**src/rtl/riscv_wb_pkg.sv**
```systemverilog
// riscv_wb_pkg: shared funct3 load codes, writeback FSM encodings and load legality check
package riscv_wb_pkg;
    localparam logic [2:0] FUNCT3_LB  = 3'b000;
    localparam logic [2:0] FUNCT3_LH  = 3'b001;
    localparam logic [2:0] FUNCT3_LW  = 3'b010;
    localparam logic [2:0] FUNCT3_LBU = 3'b100;
    localparam logic [2:0] FUNCT3_LHU = 3'b101;
    localparam logic [0:0] WB_IDLE = 1'b0;
    localparam logic [0:0] WB_WAIT = 1'b1;
    function automatic logic load_illegal(input logic [2:0] f3, input logic [1:0] off);
        return !(f3 == FUNCT3_LB || f3 == FUNCT3_LBU ||
                 ((f3 == FUNCT3_LH || f3 == FUNCT3_LHU) && !off[0]) ||
                 (f3 == FUNCT3_LW && off == 2'b00));
    endfunction
endpackage

```
**src/rtl/riscv_wb_if.sv**
```systemverilog
// riscv_wb_if: request/acknowledge data-memory read bus
interface riscv_wb_if #(parameter int XLEN = 32);
    logic            req;
    logic [XLEN-1:0] addr;
    logic            ack;
    logic [XLEN-1:0] rdata;
    modport master (output req, addr, input ack, rdata);
    modport slave (input req, addr, output ack, rdata);
endinterface

```
**src/rtl/riscv_load_align.sv**
```systemverilog
// riscv_load_align: selects the addressed byte/half/word of a read word and sign/zero-extends it
module riscv_load_align
    import riscv_wb_pkg::*;
#(
    parameter int XLEN = 32
) (
    input  logic [XLEN-1:0] word,
    input  logic [1:0]      off,
    input  logic [2:0]      funct3,
    output logic [XLEN-1:0] data
);
    logic [7:0]  b;
    logic [15:0] h;
    assign b = word[{off, 3'b000} +: 8];
    assign h = word[{off[1], 4'b0000} +: 16];
    // funct3[2] marks the unsigned variants; funct3[1:0] gives the width
    always_comb
        data = funct3[1:0] == FUNCT3_LB[1:0] ? {{(XLEN-8){b[7] & ~funct3[2]}}, b} :
               funct3[1:0] == FUNCT3_LH[1:0] ? {{(XLEN-16){h[15] & ~funct3[2]}}, h} : word;
endmodule

```
**src/rtl/riscv_wb.sv**
```systemverilog
// riscv_wb: writeback/memory stage owning the register file and issuing load reads
module riscv_wb
    import riscv_wb_pkg::*;
#(
    parameter int XLEN = 32
) (
    input  logic            clk,
    input  logic            rst,
    input  logic            valid_in,
    input  logic [4:0]      rd,
    input  logic [XLEN-1:0] result,
    input  logic            memfetch,
    input  logic [2:0]      funct3,
    input  logic [4:0]      rs1i,
    input  logic [4:0]      rs2i,
    output logic [XLEN-1:0] rs1v,
    output logic [XLEN-1:0] rs2v,
    output logic            stall,
    output logic            wb_valid,
    output logic [4:0]      wb_rd,
    output logic [XLEN-1:0] wb_data,
    output logic            exception,
    riscv_wb_if.master      mem
);
    logic [0:0]      state;
    logic [4:0]      rd_q;
    logic [2:0]      f3_q;
    logic [1:0]      off_q;
    logic [XLEN-1:0] addr_q;
    logic [XLEN-1:0] regs [32];
    logic [XLEN-1:0] load_data;
    logic            accept, bad_load, start_load, ack, w_fire;
    logic [4:0]      w_rd;
    logic [XLEN-1:0] w_data;

    riscv_load_align #(.XLEN(XLEN)) u_align (
        .word   (mem.rdata),
        .off    (off_q),
        .funct3 (f3_q),
        .data   (load_data)
    );

    // request and stall follow the state directly so an async reset drops them at once
    assign mem.req    = state == WB_WAIT;
    assign mem.addr   = addr_q;
    assign stall      = mem.req;
    assign accept     = state == WB_IDLE && valid_in;
    assign bad_load   = load_illegal(funct3, result[1:0]);
    assign start_load = accept && memfetch && !bad_load;
    assign ack        = mem.req && mem.ack;
    assign w_fire     = (accept && !memfetch) || ack;
    assign w_rd       = ack ? rd_q : rd;
    assign w_data     = w_rd == 5'd0 ? '0 : ack ? load_data : result;
    assign rs1v       = rs1i == 5'd0 ? '0 : regs[rs1i];
    assign rs2v       = rs2i == 5'd0 ? '0 : regs[rs2i];

    // FSM, load context capture and writeback/exception pulses
    always_ff @(posedge clk or posedge rst) begin
        if (rst) begin
            state     <= WB_IDLE;
            rd_q      <= '0;
            f3_q      <= '0;
            off_q     <= '0;
            addr_q    <= '0;
            wb_valid  <= 1'b0;
            wb_rd     <= '0;
            wb_data   <= '0;
            exception <= 1'b0;
        end else begin
            wb_valid  <= w_fire;
            exception <= accept && memfetch && bad_load;
            if (w_fire) begin
                wb_rd   <= w_rd;
                wb_data <= w_data;
            end
            if (start_load) begin
                state  <= WB_WAIT;
                rd_q   <= rd;
                f3_q   <= funct3;
                off_q  <= result[1:0];
                addr_q <= {result[XLEN-1:2], 2'b00};
            end else if (ack) begin
                state <= WB_IDLE;
            end
        end
    end

    // register file; entry 0 is never written so it stays zero
    always_ff @(posedge clk or posedge rst) begin
        if (rst) begin
            for (int i = 0; i < 32; i++) regs[i] <= '0;
        end else if (w_fire && w_rd != 5'd0) begin
            regs[w_rd] <= w_data;
        end
    end
endmodule

```
**src/flat_wrapper.sv**
```systemverilog
// flat-port wrapper written by rule: the top's interface ports become plain ports
module riscv_wb_flat import riscv_wb_pkg::*;
#(
    parameter int XLEN = 32
)
  (clk, rst, valid_in, rd, result, memfetch, funct3, rs1i, rs2i, rs1v, rs2v, stall, wb_valid, wb_rd, wb_data, exception, mem_req, mem_addr, mem_ack, mem_rdata);
  riscv_wb_if #(.XLEN(XLEN)) mem_i ();
  input  logic clk;
  input  logic rst;
  input  logic valid_in;
  input  logic [4:0] rd;
  input  logic [XLEN-1:0] result;
  input  logic memfetch;
  input  logic [2:0] funct3;
  input  logic [4:0] rs1i;
  input  logic [4:0] rs2i;
  output logic [XLEN-1:0] rs1v;
  output logic [XLEN-1:0] rs2v;
  output logic stall;
  output logic wb_valid;
  output logic [4:0] wb_rd;
  output logic [XLEN-1:0] wb_data;
  output logic exception;
  output wire logic [$bits(mem_i.req)-1:0] mem_req;
  output wire logic [$bits(mem_i.addr)-1:0] mem_addr;
  input wire logic [$bits(mem_i.ack)-1:0] mem_ack;
  input wire logic [$bits(mem_i.rdata)-1:0] mem_rdata;
  assign mem_req = mem_i.req;
  assign mem_addr = mem_i.addr;
  assign mem_i.ack = mem_ack;
  assign mem_i.rdata = mem_rdata;
  riscv_wb #(.XLEN(XLEN)) u_core (.clk(clk), .rst(rst), .valid_in(valid_in), .rd(rd), .result(result), .memfetch(memfetch), .funct3(funct3), .rs1i(rs1i), .rs2i(rs2i), .rs1v(rs1v), .rs2v(rs2v), .stall(stall), .wb_valid(wb_valid), .wb_rd(wb_rd), .wb_data(wb_data), .exception(exception), .mem(mem_i));
endmodule
```
**config.mk**
```make
export PLATFORM = sky130hd
export DESIGN_NAME = riscv_wb_flat
export DESIGN_NICKNAME = d
export VERILOG_FILES = /design/src/rtl/riscv_wb_pkg.sv /design/src/rtl/riscv_wb_if.sv /design/src/rtl/riscv_load_align.sv /design/src/rtl/riscv_wb.sv /design/src/flat_wrapper.sv
export SDC_FILE = /design/constraint.sdc
export NUM_CORES = 2
export LEC_CHECK = 0
export CORE_ASPECT_RATIO = 1.1
export CORE_MARGIN = 2
export CORE_UTILIZATION = 40
export DETAILED_ROUTE_END_ITERATION = 7
export PLACE_DENSITY = 0.62
export SETUP_SLACK_MARGIN = 0.15
export SKIP_CTS_REPAIR_TIMING = 1
export SKIP_LAST_GASP = 1
export SYNTH_ARGS = -nofsm -noshare
export SYNTH_HDL_FRONTEND = slang
export SYNTH_HIERARCHICAL = 1
export SYNTH_SLANG_ARGS = --single-unit
```
**constraint.sdc**
```tcl
create_clock -name clk -period 61.5 [get_ports clk]
set_input_delay 12.3 -clock clk [delete_from_list [all_inputs] [get_ports clk]]
set_output_delay 12.3 -clock clk [all_outputs]
set_load 0.02 [all_outputs]
```
==> metrics.json <==
{
  "ctsLongestPathBuffers": {"value": 3},
  "rows": {"value": 147},
  "area_growth": {"value": 13.81, "unit": "%"},
  "netlist.top_cell.by_area": {"value": "sky130_fd_sc_hd__dfrtp_1"},
  "worst-setup-path-type": {"value": "in -> out"},
  "asyncSetResetFlopFracSynth": {"value": 100.0, "unit": "%"},
  "core_outline_area": {"value": 146400, "unit": "um2"},
  "drt_iter0_markers": {"value": 3663},
  "power.share.sequential": {"value": 43.5, "unit": "%"},
  "synth_enable_flop_cells": {"value": 0},
  "cts_root_buf": {"value": "sky130_fd_sc_hd__clkbuf_16"},
  "critical-path-max-stage-delay": {"value": 0.79, "unit": "ns"},
  "synth_simple_gate_area_share": {"value": 2.547, "unit": "%"},
  "number_of_i_o_pins": {"value": 224},
  "cts_tree": {"value": "yes"},
  "number_of_sinks_driven_by_the_clock_tree": {"value": 1104},
  "first_global_vias": {"value": 39700},
  "firstDrtPassIters": {"value": 5},
  "grt_pass1_wl": {"value": 289700, "unit": "um"},
  "pwr-share-comb": {"value": 25.0, "unit": "%"},
  "worst-path-buf-inv": {"value": 5},
  "hpwlAfterDp": {"value": 114900, "unit": "um"},
  "max-slew-margin-rel": {"value": 14.19, "unit": "%"},
  "path_delay_family": {"value": "buffers and inverters"},
  "synth_seq_cells": {"value": 1104},
  "numCtsBuffers": {"value": 118},
  "cp_slowest_cell": {"value": "sky130_fd_sc_hd__buf_4"},
  "die-width": {"value": 370.6, "unit": "um"},
  "drt-total-wl": {"value": 199200, "unit": "um"},
  "rsz0062_at_grt": {"value": "false"},
  "fp.dieArea": {"value": 150900, "unit": "um2"},
  "stdcell_area": {"value": 67300, "unit": "um2"},
  "syn_inst": {"value": 4038},
  "hp-class": {"value": "reg -> reg"},
  "timing.max_cap.violations": {"value": 0},
  "drt-wirelength-per-cell": {"value": 32.75, "unit": "um"},
  "cts_clk_pin_slew_worst_paths": {"value": 0.06, "unit": "ns"},
  "synth_top_family_by_area": {"value": "multiplexers"},
  "power_per_cell_area": {"value": 35.53, "unit": "nW/um2"},
  "critical_path.most_common_cell": {"value": "sky130_fd_sc_hd__buf_4"},
  "detailroute.via_count": {"value": 38810},
  "count_of_endpoints_failing_setup_in_the_final_report": {"value": 0},
  "antenna_found_initial": {"value": 9},
  "ant_nets": {"value": 0},
  "final_layout_size_suffix_gt1_share": {"value": 47.89, "unit": "%"},
  "total_leakage_power": {"value": 29.23, "unit": "nW"},
  "global_route.overflow_total": {"value": 0},
  "yosys.area_share.adder": {"value": 0, "unit": "%"},
  "h_tree_levels": {"value": 3},
  "mux_share_of_post_synthesis_cell_area": {"value": 41.68, "unit": "%"},
  "placedInstanceArea": {"value": 63190, "unit": "um2"},
  "worst_ir_drop_vdd": {"value": 0.00002404, "unit": "V"},
  "clock_power_share": {"value": 31.6, "unit": "%"},
  "area_share_of_the_largest_cell_type_after_synthesis": {"value": 46.72, "unit": "%"},
  "outcome": {"value": "complete, no violations"},
  "hold_viol_final": {"value": 0},
  "power_switching_share": {"value": 29.14, "unit": "%"},
  "clk-insertion-delay-late": {"value": 0.76, "unit": "ns"},
  "synth_compound_area_share": {"value": 5.512, "unit": "%"},
  "p_switching": {"value": 0.0006967, "unit": "W"},
  "setup.worst_path.end_class": {"value": "output pin"},
  "drc": {"value": 0},
  "filler_cell_count": {"value": 12990},
  "avgViaCountPerCell": {"value": 6.380},
  "netlist_area": {"value": 59140, "unit": "um2"},
  "crit_path_start_kind": {"value": "input port"},
  "regToRegSetupSlack": {"value": 57.30, "unit": "ns"},
  "syn-mean-instance-area": {"value": 14.64, "unit": "um2"},
  "yosysSeqAreaShare": {"value": 46.72, "unit": "%"},
  "final.setup.tns": {"value": 0, "unit": "ns"},
  "largest_net_degree_at_the_start_of_global_routing": {"value": 170},
  "fin_crit_sh": {"value": 48.20, "unit": "%"},
  "io_buffer_count": {"value": 221},
  "post_synth_num_cell_types": {"value": 61},
  "sequential_cell_area": {"value": 27630, "unit": "um2"},
  "die_h": {"value": 407.3, "unit": "um"},
  "p_total": {"value": 0.002391, "unit": "W"},
  "worstPathMaxFanout": {"value": 62},
  "fin_skew": {"value": 0.04525, "unit": "ns"},
  "grt_use_total": {"value": 26.27, "unit": "%"},
  "internal_power": {"value": 0.001695, "unit": "W"},
  "start_util": {"value": 40.39, "unit": "%"},
  "total_of_warnings_raised_by_yosys": {"value": 6},
  "cp_cell_sequence": {"value": "buf_8, buf_4, buf_4, buf_4, mux4_2, mux2_2, o21ai_0, a311oi_1, clkdlybuf4s50_1"},
  "design.final.nets": {"value": 4132},
  "worst-slew-pin-transition": {"value": 1.278, "unit": "ns"},
  "synth_ff_type": {"value": "sky130_fd_sc_hd__dfrtp_1"},
  "final.min_clock_period": {"value": 29.64, "unit": "ns"},
  "netlist_top_cells_area": {"value": "sky130_fd_sc_hd__dfrtp_1 (47%), sky130_fd_sc_hd__mux2_2 (21%), sky130_fd_sc_hd__mux4_2 (17%)"},
  "max_clock_freq": {"value": 33.74, "unit": "MHz"},
  "xor_and_xnor_fraction_of_the_mapped_netlist_area": {"value": 0, "unit": "%"},
  "critical_path_required": {"value": 49.20, "unit": "ns"},
  "globalplace.congestion": {"value": 0.8174},
  "multi_input_area": {"value": 29800, "unit": "um2"},
  "critPathArrivalTime": {"value": 17.34, "unit": "ns"},
  "timing.final.max_slew_violations": {"value": 0}
}
-- power groups by stage --
stage	sequential [W]	combinational, W	clock, W
floorplan	0.00102	0.000431	0
detailed placement	0.00105	0.000597	0
finish	0.00104	0.000597	0.000755
global placement	0.00104	0.000587	0
CTS	0.00103	0.000599	0.000770
global route	0.00106	0.000637	0.000798
-- cell type report --
type,instances,area share [%]
Multi-Input combinational cell,2452,44.28
Sequential cell,1104,41.05
Clock buffer,170,5.140
Timing Repair Buffer,363,4.912
Tap cell,1937,3.601
Clock inverter,48,0.9555
Inverter,6,0.05019
Antenna cell,3,0.01115
-- metrics by stage --
stage,hold WS (ns),std cells,utilization (%),setup WS [ns]
5_1_grt,0.4064,6081,45.97,31.44
3_3_place_gp,0.3763,5862,43.16,31.73
2_1_floorplan,0.4413,4039,-,18.12
3_5_place_dp,0.3833,5862,43.16,31.75
4_1_cts,0.3975,6080,45.97,31.73
6_report,0.3922,6083,45.97,31.86
-- metal layers --
layer / vias to the layer above / global-route usage [%] / part of all wire, %
met5: - / 0 / 0.023
met2: 1630 / 42.15 / 48
li1: 15620 / - / -
met4: 8 / 10.94 / 4.2
met1: 21140 / 35.34 / 41
met3: 402 / 4.390 / 6.8
-- cells in the final DEF, fill, tap and decap left out, drive strengths merged, types with 48 or more instances in the layout --
cell type	instances
nor2b	99
buf	152
clkbuf	170
mux2	1130
a211oi	72
dfrtp	1104
mux2i	162
mux4	456
a22oi	65
a311oi	64
clkdlybuf4s50	211
o21ai	138
nand2	48
-- cells in the mapped netlist, drive strengths merged (3+ instances only) --
master	n
and2	6
nor4	7
a311oi	64
or2	3
nor3b	3
mux2i	162
o2111ai	17
nand2b	5
inv	6
dfrtp	1104
nor2b	99
a221oi	47
mux4	456
clkbuf	276
nand2	48
o21ai	138
and3b	8
nor3	5
nand3	15
mux2	1130
a22oi	65
o22ai	8
nand4b	5
a21oi	37
a211oi	72
nor2	19
or4	5
nand4bb	4
buf	201
-- flip-flops by register name (all words and copies together) (netlist names), 2 cells and up --
| name | flops |
|---|---|
| u_core/wb_data | 32 |
| u_core/off_q | 2 |
| u_core/rd_q | 5 |
| u_core/wb_rd | 5 |
| u_core/f3_q | 3 |
| u_core/mem.addr | 30 |
| u_core/regs | 1024 |
-- path summary, 6_finish.rpt --
kind                                                   to  cells after the start                          from
min reg2reg                  u_core/regs[999]$_DFFE_PP0P_                      0  u_core/regs[999]$_DFFE_PP0P_
min in group asynchronous  u_core/mem.addr[2]$_DFFE_PP0P_                      2                           rst
max                                              rs2v[26]                      9                       rs2i[1]
max in group asynchronous    u_core/regs[584]$_DFFE_PP0P_                      5                           rst
max reg2reg                  u_core/regs[859]$_DFFE_PP0P_                      6    u_core/mem.req$_DFFE_PP0P_
min                          u_core/regs[999]$_DFFE_PP0P_                      0  u_core/regs[999]$_DFFE_PP0P_
-- kinds of logic after synthesis --
| logic type | count (synthesis) |
|---|---|
| AOI/OAI and AO/OA | 461 |
| buffers and inverters | 483 |
| DFF | 1104 |
| muxes | 1748 |
| other | 1 |
| and+or+nand+nor | 241 |
-- worst register-to-register path, stage by stage, from the launching register on --
cell,delay (ns)
sky130_fd_sc_hd__dfrtp_1,0.83
sky130_fd_sc_hd__nand2_2,0.32
sky130_fd_sc_hd__buf_4,0.41
sky130_fd_sc_hd__a31oi_2,0.88
sky130_fd_sc_hd__nand4bb_4,0.72
sky130_fd_sc_hd__buf_4,0.51
sky130_fd_sc_hd__mux2_2,0.40
Note: power is estimated with default switching activity, not from simulation.
